`config.mk`:
```
export PLATFORM = sky130hd
export DESIGN_NAME = ysyx_24100006_axi_arbiter
export DESIGN_NICKNAME = d
export VERILOG_FILES = /design/src/rtl/ysyx_24100006_axi_arbiter.sv
export SDC_FILE = /design/constraint.sdc
export NUM_CORES = 1
export LEC_CHECK = 0
export BUFFER_PORTS_ARGS = -buffer_cell sky130_fd_sc_hd__buf_2
export CAP_MARGIN = 20
export CORE_AREA = 2 2 141 143
export DETAILED_ROUTE_END_ITERATION = 12
export DIE_AREA = 0 0 143 145
export PLACE_DENSITY = 0.5
export SYNTH_ARGS = -nofsm -noshare
export SYNTH_HDL_FRONTEND = slang
export SYNTH_SLANG_ARGS = --single-unit
```
`constraint.sdc`:
```
create_clock -name clk -period 2.7 [get_ports clk]
set_input_delay 0 -clock clk [delete_from_list [all_inputs] [get_ports clk]]
set_output_delay 0 -clock clk [all_outputs]
set_load 0.01 [all_outputs]
```
`src/rtl/ysyx_24100006_axi_arbiter.sv`:
```
// Two-master (IFU read-only, LSU read/write) to one-slave AXI-Lite arbiter.
// One transaction at a time, grant held until the response handshake, with bounded IFU starvation.
module ysyx_24100006_axi_arbiter #(
    parameter int STARVE_LIMIT = 8
) (
    input  logic        clk,
    input  logic        reset,

    input  logic [31:0] ifu_araddr,
    input  logic        ifu_arvalid,
    output logic        ifu_arready,
    output logic [31:0] ifu_rdata,
    output logic [1:0]  ifu_rresp,
    output logic        ifu_rvalid,
    input  logic        ifu_rready,

    input  logic [31:0] lsu_araddr,
    input  logic        lsu_arvalid,
    output logic        lsu_arready,
    output logic [31:0] lsu_rdata,
    output logic [1:0]  lsu_rresp,
    output logic        lsu_rvalid,
    input  logic        lsu_rready,

    input  logic [31:0] lsu_awaddr,
    input  logic        lsu_awvalid,
    output logic        lsu_awready,
    input  logic [31:0] lsu_wdata,
    input  logic [3:0]  lsu_wstrb,
    input  logic        lsu_wvalid,
    output logic        lsu_wready,
    output logic [1:0]  lsu_bresp,
    output logic        lsu_bvalid,
    input  logic        lsu_bready,

    output logic [31:0] m_araddr,
    output logic        m_arvalid,
    input  logic        m_arready,
    input  logic [31:0] m_rdata,
    input  logic [1:0]  m_rresp,
    input  logic        m_rvalid,
    output logic        m_rready,

    output logic [31:0] m_awaddr,
    output logic        m_awvalid,
    input  logic        m_awready,
    output logic [31:0] m_wdata,
    output logic [3:0]  m_wstrb,
    output logic        m_wvalid,
    input  logic        m_wready,
    input  logic [1:0]  m_bresp,
    input  logic        m_bvalid,
    output logic        m_bready
);

    typedef enum logic [1:0] {
        S_IDLE,
        S_IF_RD,
        S_LS_RD,
        S_LS_WR
    } state_t;

    localparam logic [3:0] LIMIT = 4'(STARVE_LIMIT);

    state_t     state;
    logic [3:0] starve_cnt;
    logic       aw_done;
    logic       w_done;
    logic       ifu_starved;
    logic [3:0] starve_next;

    assign ifu_starved = ifu_arvalid && (starve_cnt == LIMIT);
    assign starve_next = (starve_cnt >= LIMIT) ? LIMIT : starve_cnt + 4'd1;

    // Losses are only counted while the IFU is actually waiting; an IFU win clears the count.
    always_ff @(posedge clk) begin
        if (reset) begin
            state      <= S_IDLE;
            starve_cnt <= 4'd0;
            aw_done    <= 1'b0;
            w_done     <= 1'b0;
        end else begin
            case (state)
                S_IDLE: begin
                    if (ifu_starved) begin
                        state      <= S_IF_RD;
                        starve_cnt <= 4'd0;
                    end else if (lsu_awvalid) begin
                        state <= S_LS_WR;
                        if (ifu_arvalid) starve_cnt <= starve_next;
                    end else if (lsu_arvalid) begin
                        state <= S_LS_RD;
                        if (ifu_arvalid) starve_cnt <= starve_next;
                    end else if (ifu_arvalid) begin
                        state      <= S_IF_RD;
                        starve_cnt <= 4'd0;
                    end
                end
                S_IF_RD, S_LS_RD: begin
                    if (m_rvalid && m_rready) state <= S_IDLE;
                end
                S_LS_WR: begin
                    if (m_awvalid && m_awready) aw_done <= 1'b1;
                    if (m_wvalid && m_wready)   w_done  <= 1'b1;
                    if (m_bvalid && m_bready) begin
                        state   <= S_IDLE;
                        aw_done <= 1'b0;
                        w_done  <= 1'b0;
                    end
                end
                default: state <= S_IDLE;
            endcase
        end
    end

    // Only the granted master's channels are connected; everything else is held at zero.
    always_comb begin
        ifu_arready = 1'b0;
        ifu_rdata   = 32'd0;
        ifu_rresp   = 2'd0;
        ifu_rvalid  = 1'b0;
        lsu_arready = 1'b0;
        lsu_rdata   = 32'd0;
        lsu_rresp   = 2'd0;
        lsu_rvalid  = 1'b0;
        lsu_awready = 1'b0;
        lsu_wready  = 1'b0;
        lsu_bresp   = 2'd0;
        lsu_bvalid  = 1'b0;
        m_araddr    = 32'd0;
        m_arvalid   = 1'b0;
        m_rready    = 1'b0;
        m_awaddr    = 32'd0;
        m_awvalid   = 1'b0;
        m_wdata     = 32'd0;
        m_wstrb     = 4'd0;
        m_wvalid    = 1'b0;
        m_bready    = 1'b0;
        case (state)
            S_IF_RD: begin
                m_araddr    = ifu_araddr;
                m_arvalid   = ifu_arvalid;
                ifu_arready = m_arready;
                ifu_rdata   = m_rdata;
                ifu_rresp   = m_rresp;
                ifu_rvalid  = m_rvalid;
                m_rready    = ifu_rready;
            end
            S_LS_RD: begin
                m_araddr    = lsu_araddr;
                m_arvalid   = lsu_arvalid;
                lsu_arready = m_arready;
                lsu_rdata   = m_rdata;
                lsu_rresp   = m_rresp;
                lsu_rvalid  = m_rvalid;
                m_rready    = lsu_rready;
            end
            S_LS_WR: begin
                m_awaddr    = lsu_awaddr;
                m_awvalid   = lsu_awvalid && !aw_done;
                lsu_awready = m_awready;
                m_wdata     = lsu_wdata;
                m_wstrb     = lsu_wstrb;
                m_wvalid    = lsu_wvalid && !w_done;
                lsu_wready  = m_wready;
                lsu_bresp   = m_bresp;
                lsu_bvalid  = m_bvalid;
                m_bready    = lsu_bready;
            end
            default: begin
            end
        endcase
    end

endmodule

```
======== Word level (Yosys, flattened, before mapping) ========
Index checks and enable logic that the tools add are counted.
word-level totals
  register bits ........................... 8
  input port bits ......................... 182
  logic and storage cells ................. 69
  output and inout port bits .............. 182
operators by class
  reductions and logical operators ........ 18
  order comparisons ....................... 1
  multiplexer cells ....................... 38
  equal/unequal tests ..................... 7
  $add $sub $neg .......................... 1
operators with widths
  cell                 number
  $mux 32              4
  $pmux 32 s2          1
  $mux 4               7
  $mux 2               9
  $mux 1               14
  $logic_and 1x1->1    7
  $pmux 2 s3           1
  $reduce_and 2->1     3
  $ne 5x5->1 const B   1
  $add 4x1->4 const B  1
  $eq 2x2->1 const B   2
  $eq 4x4->1 const B   1
  $ge 4x4->1 const B   1
  $ne 2x2->1 const B   2
  $pmux 1 s2           2
  $reduce_bool 2->1    2
  $reduce_bool 4->1    1
  $reduce_and 3->1     1
  $eq 2x1->1 const B   1
  $logic_not 1->1      2
  $logic_not 2->1      1
  $reduce_or 2->1      1

======== Logic depth before layout (Yosys ltp) ========
  depth after elaboration ................. 6
  depth in mapped cells ................... 7
  depth with buffers taken out ............ 6

======== Worst setup path before layout ========
OpenSTA, ideal clock, no wires.
  path type ............................... register -> register
  from .................................... register state[0]
  to ...................................... register state[0]
  required time ........................... 2.628 ns
  setup slack ............................. 1.371 ns
  buffers on the path ..................... 1
  arrival ................................. 1.257 ns
  cell stages (with the launch flop) ...... 8
  period minus slack after synthesis ...... 1.329 ns
  setup time .............................. 0.072 ns
  cells stage by stage .................... dfxtp_1 -> inv_1 -> ha_1 -> buf_4 -> a22oi_2 -> o21ai_0 -> nand2_1 -> mux2i_1
on the way
  longest elaborated chain between the ends .. 5
  elaborated cells between the ends (all ways) .. 14
  those cells by class .................... eq/ne (6); mux (3); reduce/logical (5)
ends and longest elaborated chain
  element                                          RTL line  text
  start: declaration                               65        state_t state;
  start signal: assignment                         78        state <= S_IDLE;
  start signal: assignment                         86        state <= S_IF_RD;
  start signal: assignment                         89        state <= S_LS_WR;
  $eq 2x2->1 / $eq 2x1->1 (equally long branches)  83, 139
  $pmux 1 s2 / $mux 1 (equally long branches)      139       case (state)
  $logic_and 1x1->1 (on tied branches)             100, 105
  $ne 2x2->1 (no line)                             n/a
  $reduce_and 3->1 (no line)                       n/a
Several ways; a longest one is shown, not always the timed one.
A chain may end at the register's enable or synchronous reset.

======== Worst setup path in the final report ========
  from .................................... register state[0]
  to ...................................... output m_araddr[23]
on the way
  longest elaborated chain between the ends .. 2
  elaborated cells between the ends (all ways) .. 3
  those cells by class .................... eq/ne (2); mux (1)
ends and longest elaborated chain
  element                                          RTL line  text
  $eq 2x2->1 / $eq 2x1->1 (equally long branches)  139
  $pmux 32 s2 *                                    139
  end: declaration                                 36        output logic [31:0] m_araddr,
Every way passes the cells marked *; elsewhere a longest branch is shown, timed or not.

==> results.sh <==
export IMPL_status="finished, final reports clean"
export IMPL_cp_end_kind="output pin"
export IMPL_slew_viol_final=0
export IMPL_reg2reg_from="state[0]"
export IMPL_vias_per_cell=3.55
export IMPL_ant_nets=0
export IMPL_p_sw_frac=0.468
export IMPL_setup_ws_ns=0.917
export IMPL_yosys_warnings=0
export IMPL_power_density_nw_per_um2=476
export IMPL_io_pins=364
export IMPL_cts_root_buf="clkbuf_16"
export IMPL_drive_above_1_share=0.587
export IMPL_grt_max_degree=78
export IMPL_reg2reg_slack_ns=1.10
export IMPL_power_internal_mw=1.06
export IMPL_wl_per_cell_um=12.7
export IMPL_synth_area_um2=2020
export IMPL_die_w_um=143
export IMPL_cp_max_fo=61
export IMPL_wirelength_um=11600
export IMPL_hold_end="w_done"
export IMPL_max_slew_margin=0.634
export IMPL_period_needed_ns=1.78
export IMPL_grt_util_all_layers=0.104
export IMPL_crit_slowest_cell="ha_2"
export IMPL_worstSkewPairLatency_ns=0.23
export IMPL_crit_arrival_ns=1.78
export IMPL_synth_distinct_cells=28
export IMPL_cts_setup_buffers=0
export IMPL_final_nets=837
export IMPL_worst_endpoint_required_ns=2.70
export IMPL_drv_cap=0
export IMPL_crit_type="reg -> out"
export IMPL_path_cells="inv_1 -> ha_2 -> buf_12 -> a22oi_1 -> nor2b_1 -> buf_2"
export IMPL_clock_fmax_mhz=561
export IMPL_dieArea_um2=20700
export IMPL_ctsHoldBuffers=0
export IMPL_drt_iter0_drc=176
export IMPL_syn_inst=303
export IMPL_htreeDepth=1
export IMPL_hp_start="lsu_wvalid"
export IMPL_finalSetupViolCount=0
export IMPL_fin_crit_sh=0.661
export IMPL_ir_worst_vdd_uv=221
export IMPL_seq_power_share=0.078
export IMPL_power_leakage_nw=2.51
export IMPL_cts_tree="built"
export IMPL_postSynthAreaPerCell_um2=6.65
export IMPL_antenna_found_initial=1
export IMPL_fin_skew_ns=0.00402
export IMPL_via_count=3234
export IMPL_grt_pass1_wl_um=17400
export IMPL_p_sw_uw=933
export IMPL_cts_sinks=8
export IMPL_path_clk_slew_ns=0.04
export IMPL_cts_made_buffers=3
export IMPL_r2r_end="state[0]"
export IMPL_clock_power_share=0.124
export IMPL_ys_ff_latch=8
export IMPL_r2r_cells=6
export IMPL_hpwl_um=9750
export IMPL_die_y_um=145
export IMPL_dr_pass1_iters=5
export IMPL_final_cell_mix="363 x buf_2, 147 x and2_1, 34 x nor2b_1, 33 x a22oi_1"
export IMPL_combPwrFrac=0.798
export IMPL_areaGrowthSynthToFinish_pct=108
export IMPL_io_buffers=363
export IMPL_dp_slack_ns=1.06
export IMPL_clockBufferDepth=2
export IMPL_cpPeakStageDelay_ns=0.37
export IMPL_tns_ns=0
export IMPL_post_cts_resized=0
export IMPL_final_hold_viol_count=0
export IMPL_hold_depth=3
export IMPL_row_count=51
export IMPL_mostFrequentLayoutCell="buf_2"
export IMPL_start_util=0.105
export IMPL_overflow=0
export IMPL_ys_seq_area_frac=0.0795
export IMPL_place_congestion=0.847
export IMPL_coreArea_um2=19200
export IMPL_critPathLaunchType="register"
export IMPL_power_mw=1.99
export IMPL_tightest_slew_ns=0.549
export IMPL_grt_pass1_vias=3234
export IMPL_syn_num_nets=492
export IMPL_grt_setup_unrepaired="false"
export IMPL_hold_class="in -> reg"
export IMPL_drc_errors=0
[metrics by stage]
step                instances  utilization  instance area (um2)  hold WS, ns
floorplan                 303            -                 2020       0.0691
global placement          908        0.214                 4110        0.247
detailed placement        908        0.214                 4110        0.258
CTS                       911        0.218                 4180       0.0166
global route              911        0.218                 4180       0.0359
finish                    912        0.218                 4180       0.0171
[cells in the mapped netlist]
master    instances  share of area
and2_1          147           0.46
nor2b_1          34           0.11
a22oi_1          33           0.12
clkbuf_1         15          0.028
dfxtp_1           8          0.079
nor2_1            8          0.015
buf_2             7          0.017
ha_1              7          0.043
nand2_1           7          0.013
inv_1             6          0.011
a21oi_1           5          0.012
clkbuf_2          3         0.0074
o21ai_0           3         0.0074
or2b_2            3          0.013
buf_4             2         0.0074
mux2i_1           2         0.0099
nor3_1            2         0.0050
a21o_1            1         0.0037
a22oi_2           1         0.0062
a32oi_1           1         0.0043
a41oi_1           1         0.0043
and2b_2           1         0.0043
and4b_1           1         0.0050
nand3_1           1         0.0025
nand4b_1          1         0.0043
nor2_2            1         0.0031
o21bai_1          1         0.0037
o31ai_1           1         0.0037
[cells by family (layout without fill, tap and decap cells)]
| group | after synthesis | in the layout | synth area share |
|---|---|---|---|
| AO/OA/AOI/OAI | 47 | 47 | 0.169 |
| adder cells (fa/ha/maj) | 7 | 7 | 0.0434 |
| buffers and inverters | 33 | 376 | 0.0714 |
| flip-flops | 8 | 8 | 0.0795 |
| multiplexers | 2 | 2 | 0.00993 |
| other | 0 | 1 | 0 |
| AND/OR/NAND/NOR | 206 | 206 | 0.627 |
[worst max-delay path, delay by kind of cell (launching register included)]
| family | cells | cell delay (ns) |
|---|---|---|
| adder cells (fa/ha/maj) | 1 | 0.37 |
| buffers and inverters | 3 | 0.51 |
| AND/OR/NAND/NOR | 1 | 0.13 |
| AO/OA/AOI/OAI | 1 | 0.16 |
| flip-flops | 1 | 0.33 |
[worst max-delay path by stage]
| stage | from | to | slack, ns | depth (start not counted) |
|---|---|---|---|---|
| finish | state[0] | m_araddr[23] | 0.92 | 6 |
| global route | state[0] | m_araddr[13] | 0.78 | 6 |
| CTS | state[0] | m_araddr[13] | 0.90 | 6 |
| detailed placement | state[0] | state[0] | 1.06 | 6 |
| global placement | state[0] | state[0] | 1.10 | 6 |
| floorplan | state[0] | state[0] | 1.37 | 7 |
[state kept, by name (all words and copies together) (netlist names)]
signal and count:
aw_done 1, starve_cnt 4, state 2, w_done 1
[routing by layer]
metal,part of all wire,global-route usage
met3,0.063,0.0152
met5,0.0011,0
met2,0.49,0.192
met1,0.44,0.133
met4,0.0053,0.00693
[layout make-up]
cell class                      instances  area (um2)
Fill cell                            2159       15000
Timing Repair Buffer                  367        1870
Multi-Input combinational cell        262        1720
Tap cell                              265         332
Sequential cell                         8         160
Clock buffer                            3        75.1
Inverter                                6        22.5
Antenna cell                            1        2.50
[power by group through the flow]
stage                     clock network [mW]  logic (mW)  registers (mW)
after floorplan                            0       0.951           0.151
after global placement                     0        1.63           0.156
after detailed placement                   0        1.62           0.157
after CTS                              0.255        1.63           0.155
after global routing                   0.261        1.78           0.158
final                                  0.247        1.59           0.155
Note: power is estimated with default switching activity, not from simulation.
